### config.mk
export PLATFORM = sky130hd
export DESIGN_NAME = ram_loader_flat
export DESIGN_NICKNAME = d
export VERILOG_FILES = /design/src/rtl/ram_loader_pkg.sv /design/src/rtl/ram_loader_if.sv /design/src/rtl/ram_loader_wr_stage.sv /design/src/rtl/ram_loader.sv /design/src/flat_wrapper.sv
export SDC_FILE = /design/constraint.sdc
export NUM_CORES = 1
export LEC_CHECK = 0
export BUFFER_PORTS_ARGS = -buffer_cell sky130_fd_sc_hd__buf_2
export CAP_MARGIN = 20
export CORE_AREA = 2 2 61 57
export CTS_CLUSTER_SIZE = 16
export DETAILED_ROUTE_END_ITERATION = 10
export DIE_AREA = 0 0 63 59
export GPL_TIMING_DRIVEN = 0
export HOLD_SLACK_MARGIN = 0.08
export PLACE_DENSITY = 0.83
export SYNTH_ARGS = -nofsm -noshare
export SYNTH_HDL_FRONTEND = slang
export SYNTH_SLANG_ARGS = --single-unit
export TNS_END_PERCENT = 30
### constraint.sdc
create_clock -name clk -period 3.33 [get_ports clk]
set_clock_uncertainty 0.15 [all_clocks]
set_input_delay 0.4995 -clock clk [delete_from_list [all_inputs] [get_ports clk]]
set_output_delay 0.4995 -clock clk [all_outputs]
set_load 0.01 [all_outputs]
### src/rtl/ram_loader_pkg.sv
// Shared types and default widths for the ByteBlast RAM loader.
// Holds the loader state encoding and the address/data widths shared with the RAM.
// No logic; imported by the interface, the write stage and the top.
package ram_loader_pkg;

    localparam int DEF_ADDRESS_BITS = 6;
    localparam int DEF_DATA_BITS    = 8;

    typedef enum logic [2:0] {
        ST_IDLE = 3'd0,
        ST_LEN  = 3'd1,
        ST_DATA = 3'd2,
        ST_CSUM = 3'd3,
        ST_DONE = 3'd4
    } state_t;

endpackage

### src/rtl/ram_loader_if.sv
// Byte stream in (valid/ready) plus RAM write port out, bundled for the loader.
// Ports: in_data/in_valid/in_ready stream; ram_enable/ram_address/ram_data_in write port.
// Modports: loader (the ram_loader), source (stream producer), ram (RAM write side).
interface ram_loader_if
    import ram_loader_pkg::*;
#(
    parameter int ADDRESS_BITS = DEF_ADDRESS_BITS,
    parameter int DATA_BITS    = DEF_DATA_BITS
);

    logic [DATA_BITS-1:0]    in_data;
    logic                    in_valid;
    logic                    in_ready;
    logic                    ram_enable;
    logic [ADDRESS_BITS-1:0] ram_address;
    logic [DATA_BITS-1:0]    ram_data_in;

    modport loader (
        input  in_data, in_valid,
        output in_ready, ram_enable, ram_address, ram_data_in
    );

    modport source (
        output in_data, in_valid,
        input  in_ready
    );

    modport ram (
        input  ram_enable, ram_address, ram_data_in
    );

endinterface

### src/rtl/ram_loader_wr_stage.sv
// Registered RAM write stage: one accepted payload byte becomes one ram_enable pulse.
// Latency 1 cycle from the transfer edge; address/data hold when no write is pending.
// No backpressure: the RAM always takes a write. Ports: clk, rst, wr_vld_i/wr_addr_i/wr_dat_i in, ram_*_o out.
module ram_loader_wr_stage
    import ram_loader_pkg::*;
#(
    parameter int ADDRESS_BITS = DEF_ADDRESS_BITS,
    parameter int DATA_BITS    = DEF_DATA_BITS
) (
    input  logic                    clk,
    input  logic                    rst,
    input  logic                    wr_vld_i,
    input  logic [ADDRESS_BITS-1:0] wr_addr_i,
    input  logic [DATA_BITS-1:0]    wr_dat_i,
    output logic                    ram_enable_o,
    output logic [ADDRESS_BITS-1:0] ram_address_o,
    output logic [DATA_BITS-1:0]    ram_data_o
);

    logic                    en_q;
    logic [ADDRESS_BITS-1:0] addr_q;
    logic [DATA_BITS-1:0]    dat_q;

    always_ff @(posedge clk) begin
        if (rst) begin
            en_q   <= 1'b0;
            addr_q <= '0;
            dat_q  <= '0;
        end else begin
            en_q <= wr_vld_i;
            // Address/data only move on a real write so the RAM bus stays quiet between bytes.
            if (wr_vld_i) begin
                addr_q <= wr_addr_i;
                dat_q  <= wr_dat_i;
            end
        end
    end

    assign ram_enable_o  = en_q;
    assign ram_address_o = addr_q;
    assign ram_data_o    = dat_q;

endmodule

### src/rtl/ram_loader.sv
// Frame loader: header byte (length-1), payload bytes written to RAM from address 0.
// Latency: each payload byte appears on the RAM port one cycle after its transfer edge.
// Backpressure: in_ready is a pure state decode (LEN/DATA/CSUM); the source may stall freely.
// Ports: clk, rst (sync, active-high), start pulse, bus (stream + RAM write port),
//        busy/done/error status, byte_count of payload bytes written.
// Optional macro RAM_LOADER_CHECKSUM_EN adds a trailing modular-sum checksum byte.
module ram_loader
    import ram_loader_pkg::*;
#(
    parameter int ADDRESS_BITS = DEF_ADDRESS_BITS,
    parameter int DATA_BITS    = DEF_DATA_BITS
) (
    input  logic                  clk,
    input  logic                  rst,
    input  logic                  start,
    ram_loader_if.loader          bus,
    output logic                  busy,
    output logic                  done,
    output logic                  error,
    output logic [ADDRESS_BITS:0] byte_count
);

    state_t                  state_q, state_d;
    logic [ADDRESS_BITS-1:0] last_addr_q, last_addr_d;
    logic [ADDRESS_BITS:0]   count_q, count_d;
    logic                    error_q, error_d;
    logic                    in_ready_w;
    logic                    xfer;
    logic                    hdr_bad;
    logic                    wr_vld;
`ifdef RAM_LOADER_CHECKSUM_EN
    logic [DATA_BITS-1:0]    sum_q, sum_d;
    logic [DATA_BITS-1:0]    csum_w;
`endif

    assign in_ready_w = (state_q == ST_LEN) || (state_q == ST_DATA) || (state_q == ST_CSUM);
    assign xfer       = bus.in_valid && in_ready_w;
    // Shift rather than slice so DATA_BITS == ADDRESS_BITS (no spare header bits) stays legal.
    assign hdr_bad    = (bus.in_data >> ADDRESS_BITS) != '0;
`ifdef RAM_LOADER_CHECKSUM_EN
    assign csum_w     = sum_q + bus.in_data;
`endif

    always_comb begin
        state_d     = state_q;
        last_addr_d = last_addr_q;
        count_d     = count_q;
        error_d     = error_q;
        wr_vld      = 1'b0;
`ifdef RAM_LOADER_CHECKSUM_EN
        sum_d       = sum_q;
`endif
        case (state_q)
            ST_IDLE, ST_DONE: begin
                if (start) begin
                    state_d = ST_LEN;
                    count_d = '0;
                    error_d = 1'b0;
`ifdef RAM_LOADER_CHECKSUM_EN
                    sum_d   = '0;
`endif
                end
            end
            ST_LEN: begin
                if (xfer) begin
                    if (hdr_bad) begin
                        state_d = ST_IDLE;
                        error_d = 1'b1;
                    end else begin
                        last_addr_d = bus.in_data[ADDRESS_BITS-1:0];
                        state_d     = ST_DATA;
                    end
                end
            end
            ST_DATA: begin
                if (xfer) begin
                    wr_vld  = 1'b1;
                    count_d = count_q + 1'b1;
`ifdef RAM_LOADER_CHECKSUM_EN
                    sum_d   = sum_q + bus.in_data;
`endif
                    // Compare on the address bits so a full 2^N load ends without wrapping.
                    if (count_q[ADDRESS_BITS-1:0] == last_addr_q) begin
`ifdef RAM_LOADER_CHECKSUM_EN
                        state_d = ST_CSUM;
`else
                        state_d = ST_DONE;
`endif
                    end
                end
            end
`ifdef RAM_LOADER_CHECKSUM_EN
            ST_CSUM: begin
                if (xfer) begin
                    if (csum_w == '0) begin
                        state_d = ST_DONE;
                    end else begin
                        state_d = ST_IDLE;
                        error_d = 1'b1;
                    end
                end
            end
`endif
            default: state_d = ST_IDLE;
        endcase
    end

    always_ff @(posedge clk) begin
        if (rst) begin
            state_q     <= ST_IDLE;
            last_addr_q <= '0;
            count_q     <= '0;
            error_q     <= 1'b0;
`ifdef RAM_LOADER_CHECKSUM_EN
            sum_q       <= '0;
`endif
        end else begin
            state_q     <= state_d;
            last_addr_q <= last_addr_d;
            count_q     <= count_d;
            error_q     <= error_d;
`ifdef RAM_LOADER_CHECKSUM_EN
            sum_q       <= sum_d;
`endif
        end
    end

    ram_loader_wr_stage #(
        .ADDRESS_BITS (ADDRESS_BITS),
        .DATA_BITS    (DATA_BITS)
    ) u_wr_stage (
        .clk           (clk),
        .rst           (rst),
        .wr_vld_i      (wr_vld),
        .wr_addr_i     (count_q[ADDRESS_BITS-1:0]),
        .wr_dat_i      (bus.in_data),
        .ram_enable_o  (bus.ram_enable),
        .ram_address_o (bus.ram_address),
        .ram_data_o    (bus.ram_data_in)
    );

    assign bus.in_ready = in_ready_w;
    assign busy         = in_ready_w;
    assign done         = (state_q == ST_DONE);
    assign error        = error_q;
    assign byte_count   = count_q;

endmodule
### src/flat_wrapper.sv
// flat-port wrapper written by rule: the top's interface ports become plain ports
module ram_loader_flat import ram_loader_pkg::*;
#(
    parameter int ADDRESS_BITS = DEF_ADDRESS_BITS,
    parameter int DATA_BITS    = DEF_DATA_BITS
)
  (clk, rst, start, busy, done, error, byte_count, bus_in_data, bus_in_valid, bus_in_ready, bus_ram_enable, bus_ram_address, bus_ram_data_in);
  ram_loader_if #(.ADDRESS_BITS(ADDRESS_BITS), .DATA_BITS(DATA_BITS)) bus_i ();
  input  logic clk;
  input  logic rst;
  input  logic start;
  output logic busy;
  output logic done;
  output logic error;
  output logic [ADDRESS_BITS:0] byte_count;
  input wire logic [$bits(bus_i.in_data)-1:0] bus_in_data;
  input wire logic [$bits(bus_i.in_valid)-1:0] bus_in_valid;
  output wire logic [$bits(bus_i.in_ready)-1:0] bus_in_ready;
  output wire logic [$bits(bus_i.ram_enable)-1:0] bus_ram_enable;
  output wire logic [$bits(bus_i.ram_address)-1:0] bus_ram_address;
  output wire logic [$bits(bus_i.ram_data_in)-1:0] bus_ram_data_in;
  assign bus_i.in_data = bus_in_data;
  assign bus_i.in_valid = bus_in_valid;
  assign bus_in_ready = bus_i.in_ready;
  assign bus_ram_enable = bus_i.ram_enable;
  assign bus_ram_address = bus_i.ram_address;
  assign bus_ram_data_in = bus_i.ram_data_in;
  ram_loader #(.ADDRESS_BITS(ADDRESS_BITS), .DATA_BITS(DATA_BITS)) u_core (.clk(clk), .rst(rst), .start(start), .bus(bus_i), .busy(busy), .done(done), .error(error), .byte_count(byte_count));
endmodule
==> results by group, run 1 <==
Route
  – WL per Instance: 12.07 µm
  – Post-route ant nets: 0
  – DRC errors left: 0
  – Initial DRC Count: 49
  – Routed vias/inst: 5.020
  – DR pass1 iterations: 4
  – Vias post-DR: 1270
  – Post-Route WL: 3054 µm

Finish
  – Final nets: 223
  – Share of post-route cells with drive strength above 1: 28.44%
  – Most frequent cells in the layout: 37 x buf_2, 32 x dfxtp_1, 31 x nand2_1, 21 x nor2_1, 19 x a21oi_1
  – Final Cell Area: 1802 µm²
  – N_diodes: 0
  – Non-filler cells in the finished layout: 253
  – Final Util: 59.68%
  – Area growth syn-to-layout: 22.24%
  – Leading cell type in the layout, fill and taps excluded: buf_2

Clock network
  – Clock Sink Count: 32
  – CTS H-tree depth: 2
  – Hold buffer count at CTS: 0
  – TritonCTS buffer count: 5
  – Clk Latency, worst-skew pair: 0.33 ns
  – CTS Buffer Depth: 2
  – Post-cts resize count: 0
  – CTS tree: done
  – Clk pin slew, worst setup/hold paths: 0.10 ns
  – Clock root cell: clkbuf_4
  – Total setup buffers inserted after CTS: 0

Floorplan
  – Die area: 3717 µm²
  – Die span in x: 63 µm
  – Core footprint: 3019 µm²
  – Die Span Y: 59 µm
  – Row cnt: 19
  – Initial core utilization: 48.82%
  – Top-Level Pins: 38

Critical path
  – FF-to-FF Start: u_core.byte_count[0]$_SDFFE_PP0P_
  – Critical Path End Type: output port
  – CP startpoint: u_core.state_q[0]$_SDFFE_PP0P_
  – Startpoint types: flop
  – Worst Path Buf+Inv: 3
  – Worst reg2reg path depth: 5
  – Crit path DAT: 1.38 ns
  – Req. time, crit path: 2.68 ns
  – R2R Path End: u_core.byte_count[6]$_SDFFE_PP0P_
  – CP peak stage delay: 0.42 ns
  – Critical path's top delay family: flip-flops
  – Flop-to-flop setup slack: 1.60 ns
  – Crit path max fanout: 10
  – Most Frequent Cell on Critical Path: nor2_1
  – WS Path Type: flop to output port
  – Cell depth of the worst setup path: 5
  – Slowest CP cell: dfxtp_1
  – Critical Path End: busy
  – Crit-path cells: buf_6 -> nor2_1 -> nor2_1 -> buf_4 -> buf_2

Synthesis
  – Post-synthesis register bit count: 32
  – Primary FF master, synth: dfxtp_1
  – Fraction of registers with async set/reset: 0%
  – Syn avg cell area: 8.826 µm²
  – Synthesized Nets: 180
  – Sequential share of the synthesized area: 43.46%
  – Share of the synthesized area in the top cell type: 43.46%
  – Area contributors post-synth: dfxtp_1 43%, nand2_1 7.9%, a21oi_1 6.5%
  – Mapped Cells: 167
  – Synth Warn #: 0
  – Synth unique cells: 36
  – Post-Syn Area: 1474 µm²
  – Number of flops mapped to enable cells by yosys: 0
  – Yosys top cell by area: dfxtp_1

Timing
  – Hold Vio Cnt, Final: 0
  – Rel. slew slack: 67.45%
  – Max Slew Vio Count: 0
  – Period utilization: 60.94%
  – Worst slew pin tran: 0.4883 ns
  – FMAX: 0.4928 GHz
  – Final setup violating endpoints: 0
  – Unrepaired setup endpoints after global routing: false
  – Setup TNS: 0 ns
  – Minimum clock period: 2.029 ns

Global route
  – Number of global-route vias before repair: 1119
  – Overflow after GRT: 0
  – Initial antenna violation count: 0
  – Largest net degree at the start of global routing: 11
  – Tot GR Track Use: 18.11%
  – First-pass GRT wire length: 5078 µm

Power and ir drop
  – VDD IR max: 0.0003681 V
  – Pwr dens: 462.6 nW/µm²
  – Leakage: 0.0008187 µW

Worst hold path
  – Hold Crit Class: input pin to flop

Place
  – Placer's final routability congestion estimate: 0.8369
  – Placed insts: 245
  – Placed Instance Area: 1707 µm²
  – Port Buf Inserts: 36
  – Post-DP HPWL: 2280 µm

Status
  – Status: completed

Job
  – Max_cap viols: 0
## routing by layer
layer	wire, µm	part of all wire (%)	GRT usage (%)	up-vias
met3	202	6.6	6.464	5
met4	51	1.7	7.619	0
met2	1352	44	27.81	37
met1	1448	47	23.33	579
met5	0	0	0	-
li1	-	-	-	649
## area by class of cell
cell class,count,area (µm²)
Sequential cell,32,640.6
Buffer,11,67.56
Clock inverter,1,30.03
Fill cell,297,1217
Tap cell,42,52.55
Clock buffer,7,65.06
Multi-Input combinational cell,120,750.7
Timing Repair Buffer,36,180.2
Inverter,4,15.01
## worst min-delay path, delay by kind of cell
family / cells / cell delay, ns
simple gates: 1 / 0.05
buf+inv: 1 / 0.10
compound gates: 1 / 0.05
## worst min-delay path by stage
| stage | depth (start not counted) | from | end |
|---|---|---|---|
| after floorplan | 2 | u_core.error$_SDFFE_PP0P_ | u_core.error$_SDFFE_PP0P_ |
| after global placement | 2 | u_core.u_wr_stage.ram_data_o[0]$_SDFFE_PP0P_ | u_core.u_wr_stage.ram_data_o[0]$_SDFFE_PP0P_ |
| after detailed placement | 2 | u_core.u_wr_stage.ram_data_o[7]$_SDFFE_PP0P_ | u_core.u_wr_stage.ram_data_o[7]$_SDFFE_PP0P_ |
| after CTS | 3 | bus_in_data[2] | u_core.u_wr_stage.ram_data_o[2]$_SDFFE_PP0P_ |
| after global routing | 3 | bus_in_data[0] | u_core.u_wr_stage.ram_data_o[0]$_SDFFE_PP0P_ |
| final | 3 | bus_in_data[2] | u_core.u_wr_stage.ram_data_o[2]$_SDFFE_PP0P_ |
## report_power, final
group	total, µW	internal (µW)	switching, µW	leakage [µW]
combinational	102	43.9	58.6	0.000509
clock	332	199	133	0.0000515
sequential	399	391	8.14	0.000259
## metrics by stage
step	hold slack (ns)	total power, µW	setup slack (ns)
after CTS	0.2529	837.8	1.294
final	0.2579	833.5	1.301
after global routing	0.2475	875.3	1.172
after global placement	0.2915	508.1	1.592
after floorplan	0.3305	478.0	1.694
after detailed placement	0.2950	509.9	1.556
## synthesized netlist by cell type (2+ instances only)
master and count:
and4bb_2 2, nand4_1 3, xor2_1 5, a2111oi_4 2, nand3_1 2, mux2i_1 6
a21oi_1 19, buf_4 2, clkbuf_2 2, nand2b_1 2, xnor2_1 6, nor3_1 2
clkbuf_1 4, a211oi_1 2, nand2_1 31, inv_1 4, buf_6 2, dfxtp_1 32
nor4_1 2, nor2_1 21
## cell families (layout without fill, tap and decap cells)
logic type	Yosys count	count (layout)	share of synthesized area, %
AND/OR/NAND/NOR	73	73	24.96
flip-flops	32	32	43.46
AO/OA/AOI/OAI	29	29	14.52
buffers and inverters	15	59	5.601
XOR/XNOR	11	11	6.536
multiplexers	6	6	4.075
adder cells (fa/ha/maj)	1	1	0.8488
## flip-flops by register name, summed over array words and instances, names as in the netlist
signal	count
u_core.u_wr_stage.ram_data_o	8
u_core.error	1
u_core.state_q	3
u_core.u_wr_stage.ram_address_o	6
u_core.u_wr_stage.ram_enable_o	1
u_core.last_addr_q	6
u_core.byte_count	7
No activity file was read; power rests on OpenSTA's default activity.
==> run 2: changes to the inputs <==
Clock period 3.33 ns to 2.08 ns, I/O delays scaled along.
==> run 2 against run 1 <==
Effect of this change:
- first-iteration DRC count shrank 8.2%
- critical endpoint unchanged
- non-clock buffer count grew 6
- die area is the same
- clock power grew 60%
- sequential power grew 60%
- combinational power grew 70%
==> results by group, run 2 (synthesis gave the netlist of run 1 again) <==
Worst hold path
  – Hold EP: u_core.last_addr_q[5]$_SDFFE_PP0P_
  – Hold_sp: bus_in_data[5]
  – Hold Crit Class: input pin to flop
  – Worst Hold Depth: 3

Critical path
  – Crit path max fanout: 10
  – Startpoint types: flop
  – Crit-path cells: buf_6 -> nor2_1 -> nor2_1 -> buf_4 -> buf_2
  – Critical Path End Type: output port
  – Req. time, crit path: 1.62 ns
  – Slowest CP cell: dfxtp_1
  – Worst reg2reg path depth: 5
  – Crit path DAT: 1.39 ns
  – CP peak stage delay: 0.43 ns
  – Worst Path Buf+Inv: 3
  – WS Path Type: flop to output port
  – R2R Path End: u_core.byte_count[6]$_SDFFE_PP0P_
  – Flop-to-flop setup slack: 0.35 ns
  – CP startpoint: u_core.state_q[0]$_SDFFE_PP0P_
  – Critical path's top delay family: flip-flops
  – Most Frequent Cell on Critical Path: nor2_1
  – FF-to-FF Start: u_core.byte_count[0]$_SDFFE_PP0P_

Clock network
  – Hold buffer count at CTS: 5
  – Post-cts resize count: 0
  – Clock Sink Count: 32
  – Clk Latency, worst-skew pair: 0.33 ns
  – Total setup buffers inserted after CTS: 0
  – CTS Buffer Depth: 2
  – CTS tree: done
  – Clk pin slew, worst setup/hold paths: 0.10 ns
  – TritonCTS buffer count: 5
  – Clock root cell: clkbuf_4
  – CTS H-tree depth: 2

Global route
  – Number of global-route vias before repair: 1164
  – Initial antenna violation count: 0
  – Largest net degree at the start of global routing: 11
  – Overflow after GRT: 0
  – First-pass GRT wire length: 5237 µm
  – Tot GR Track Use: 18.61%

Place
  – Port Buf Inserts: 36
  – Post-DP HPWL: 2280 µm
  – Placer's final routability congestion estimate: 0.8369

Finish
  – Leading cell type in the layout, fill and taps excluded: buf_2
  – Most frequent cells in the layout: 37 x buf_2, 32 x dfxtp_1, 31 x nand2_1, 21 x nor2_1, 19 x a21oi_1
  – Largest register FFs: 8
  – N_diodes: 0
  – Share of post-route cells with drive strength above 1: 27.65%
  – Final nets: 229
  – Area growth syn-to-layout: 26.32%

Floorplan
  – Die Span Y: 59 µm
  – Top-Level Pins: 38
  – Row cnt: 19
  – Initial core utilization: 48.82%
  – Die span in x: 63 µm
  – Die area: 3717 µm²
  – Core footprint: 3019 µm²

Timing
  – Unrepaired setup endpoints after global routing: false
  – Fin Hold WS: 0.09466 ns
  – Final setup violating endpoints: 0
  – Minimum clock period: 1.854 ns
  – Hold Vio Cnt, Final: 0
  – Max Slew Vio Count: 0
  – Period utilization: 89.14%
  – Setup TNS: 0 ns
  – Worst slew pin tran: 0.4895 ns
  – Rel. slew slack: 67.36%
  – FMAX: 0.5393 GHz

Power and ir drop
  – Leakage: 0.0008438 µW
  – VDD IR max: 0.0005886 V
  – Pwr dens: 721.5 nW/µm²

Route
  – Initial DRC Count: 45
  – Routed vias/inst: 4.981
  – DR pass1 iterations: 4
  – Vias post-DR: 1290
  – Post-Route WL: 3146 µm
  – DRC errors left: 0
  – WL per Instance: 12.15 µm
  – Post-route ant nets: 0

Status
  – Status: completed

Job
  – Max_cap viols: 0
run 2: changes by cell type in the layout (fill, tap and decap cells not counted), sizes merged:
cell         before  now
dlygate4sd3       0    6
run 2: report_power, final:
part	switching, µW	internal (µW)
Sequential	13.0	626
Clock	212	319
Combinational	95.6	77.5
run 2: worst reg2reg max path: stages, from the launching register on:
cell	delay, ns
dfxtp_1	0.51
ha_1	0.25
nand4_1	0.15
a2111oi_4	0.37
xnor2_1	0.15
nor2_1	0.05
run 2: worst max-delay path by stage:
| stage | end | slack (ns) | depth (start not counted) |
|---|---|---|---|
| global route | busy | 0.11 | 5 |
| CTS | busy | 0.23 | 5 |
| floorplan | u_core.byte_count[6]$_SDFFE_PP0P_ | 0.44 | 5 |
| global placement | u_core.byte_count[6]$_SDFFE_PP0P_ | 0.39 | 5 |
| finish | busy | 0.23 | 5 |
| detailed placement | u_core.byte_count[6]$_SDFFE_PP0P_ | 0.36 | 5 |
run 2: layer usage:
metal | wire [µm] | GRT usage (%)
met1 | 1500 | 23.44
met2 | 1429 | 29.48
met4 | 51 | 7.619
met3 | 164 | 6.464
met5 | 0 | 0
run 2: per-stage QoR:
| stage | area [µm²] | std cells | setup WS [ns] | utilization (%) | total power (µW) |
|---|---|---|---|---|---|
| 6_report | 1862 | 259 | 0.2259 | 61.67 | 1343 |
| 2_1_floorplan | 1474 | 167 | 0.4441 | - | 765.3 |
| 3_3_place_gp | 1707 | 245 | 0.3920 | 56.53 | 813.4 |
| 4_1_cts | 1852 | 258 | 0.2315 | 61.33 | 1348 |
| 5_1_grt | 1862 | 259 | 0.1097 | 61.67 | 1410 |
| 3_5_place_dp | 1707 | 245 | 0.3583 | 56.53 | 816.4 |
run 2: area by class of cell:
type,instances,area [µm²]
buffer,11,67.56
sequential,32,640.6
timing repair buffer,42,240.2
multi-input combinational,120,750.7
tap,42,52.55
clock inverter,1,30.03
fill,286,1157
inverter,4,15.01
clock buffer,7,65.06
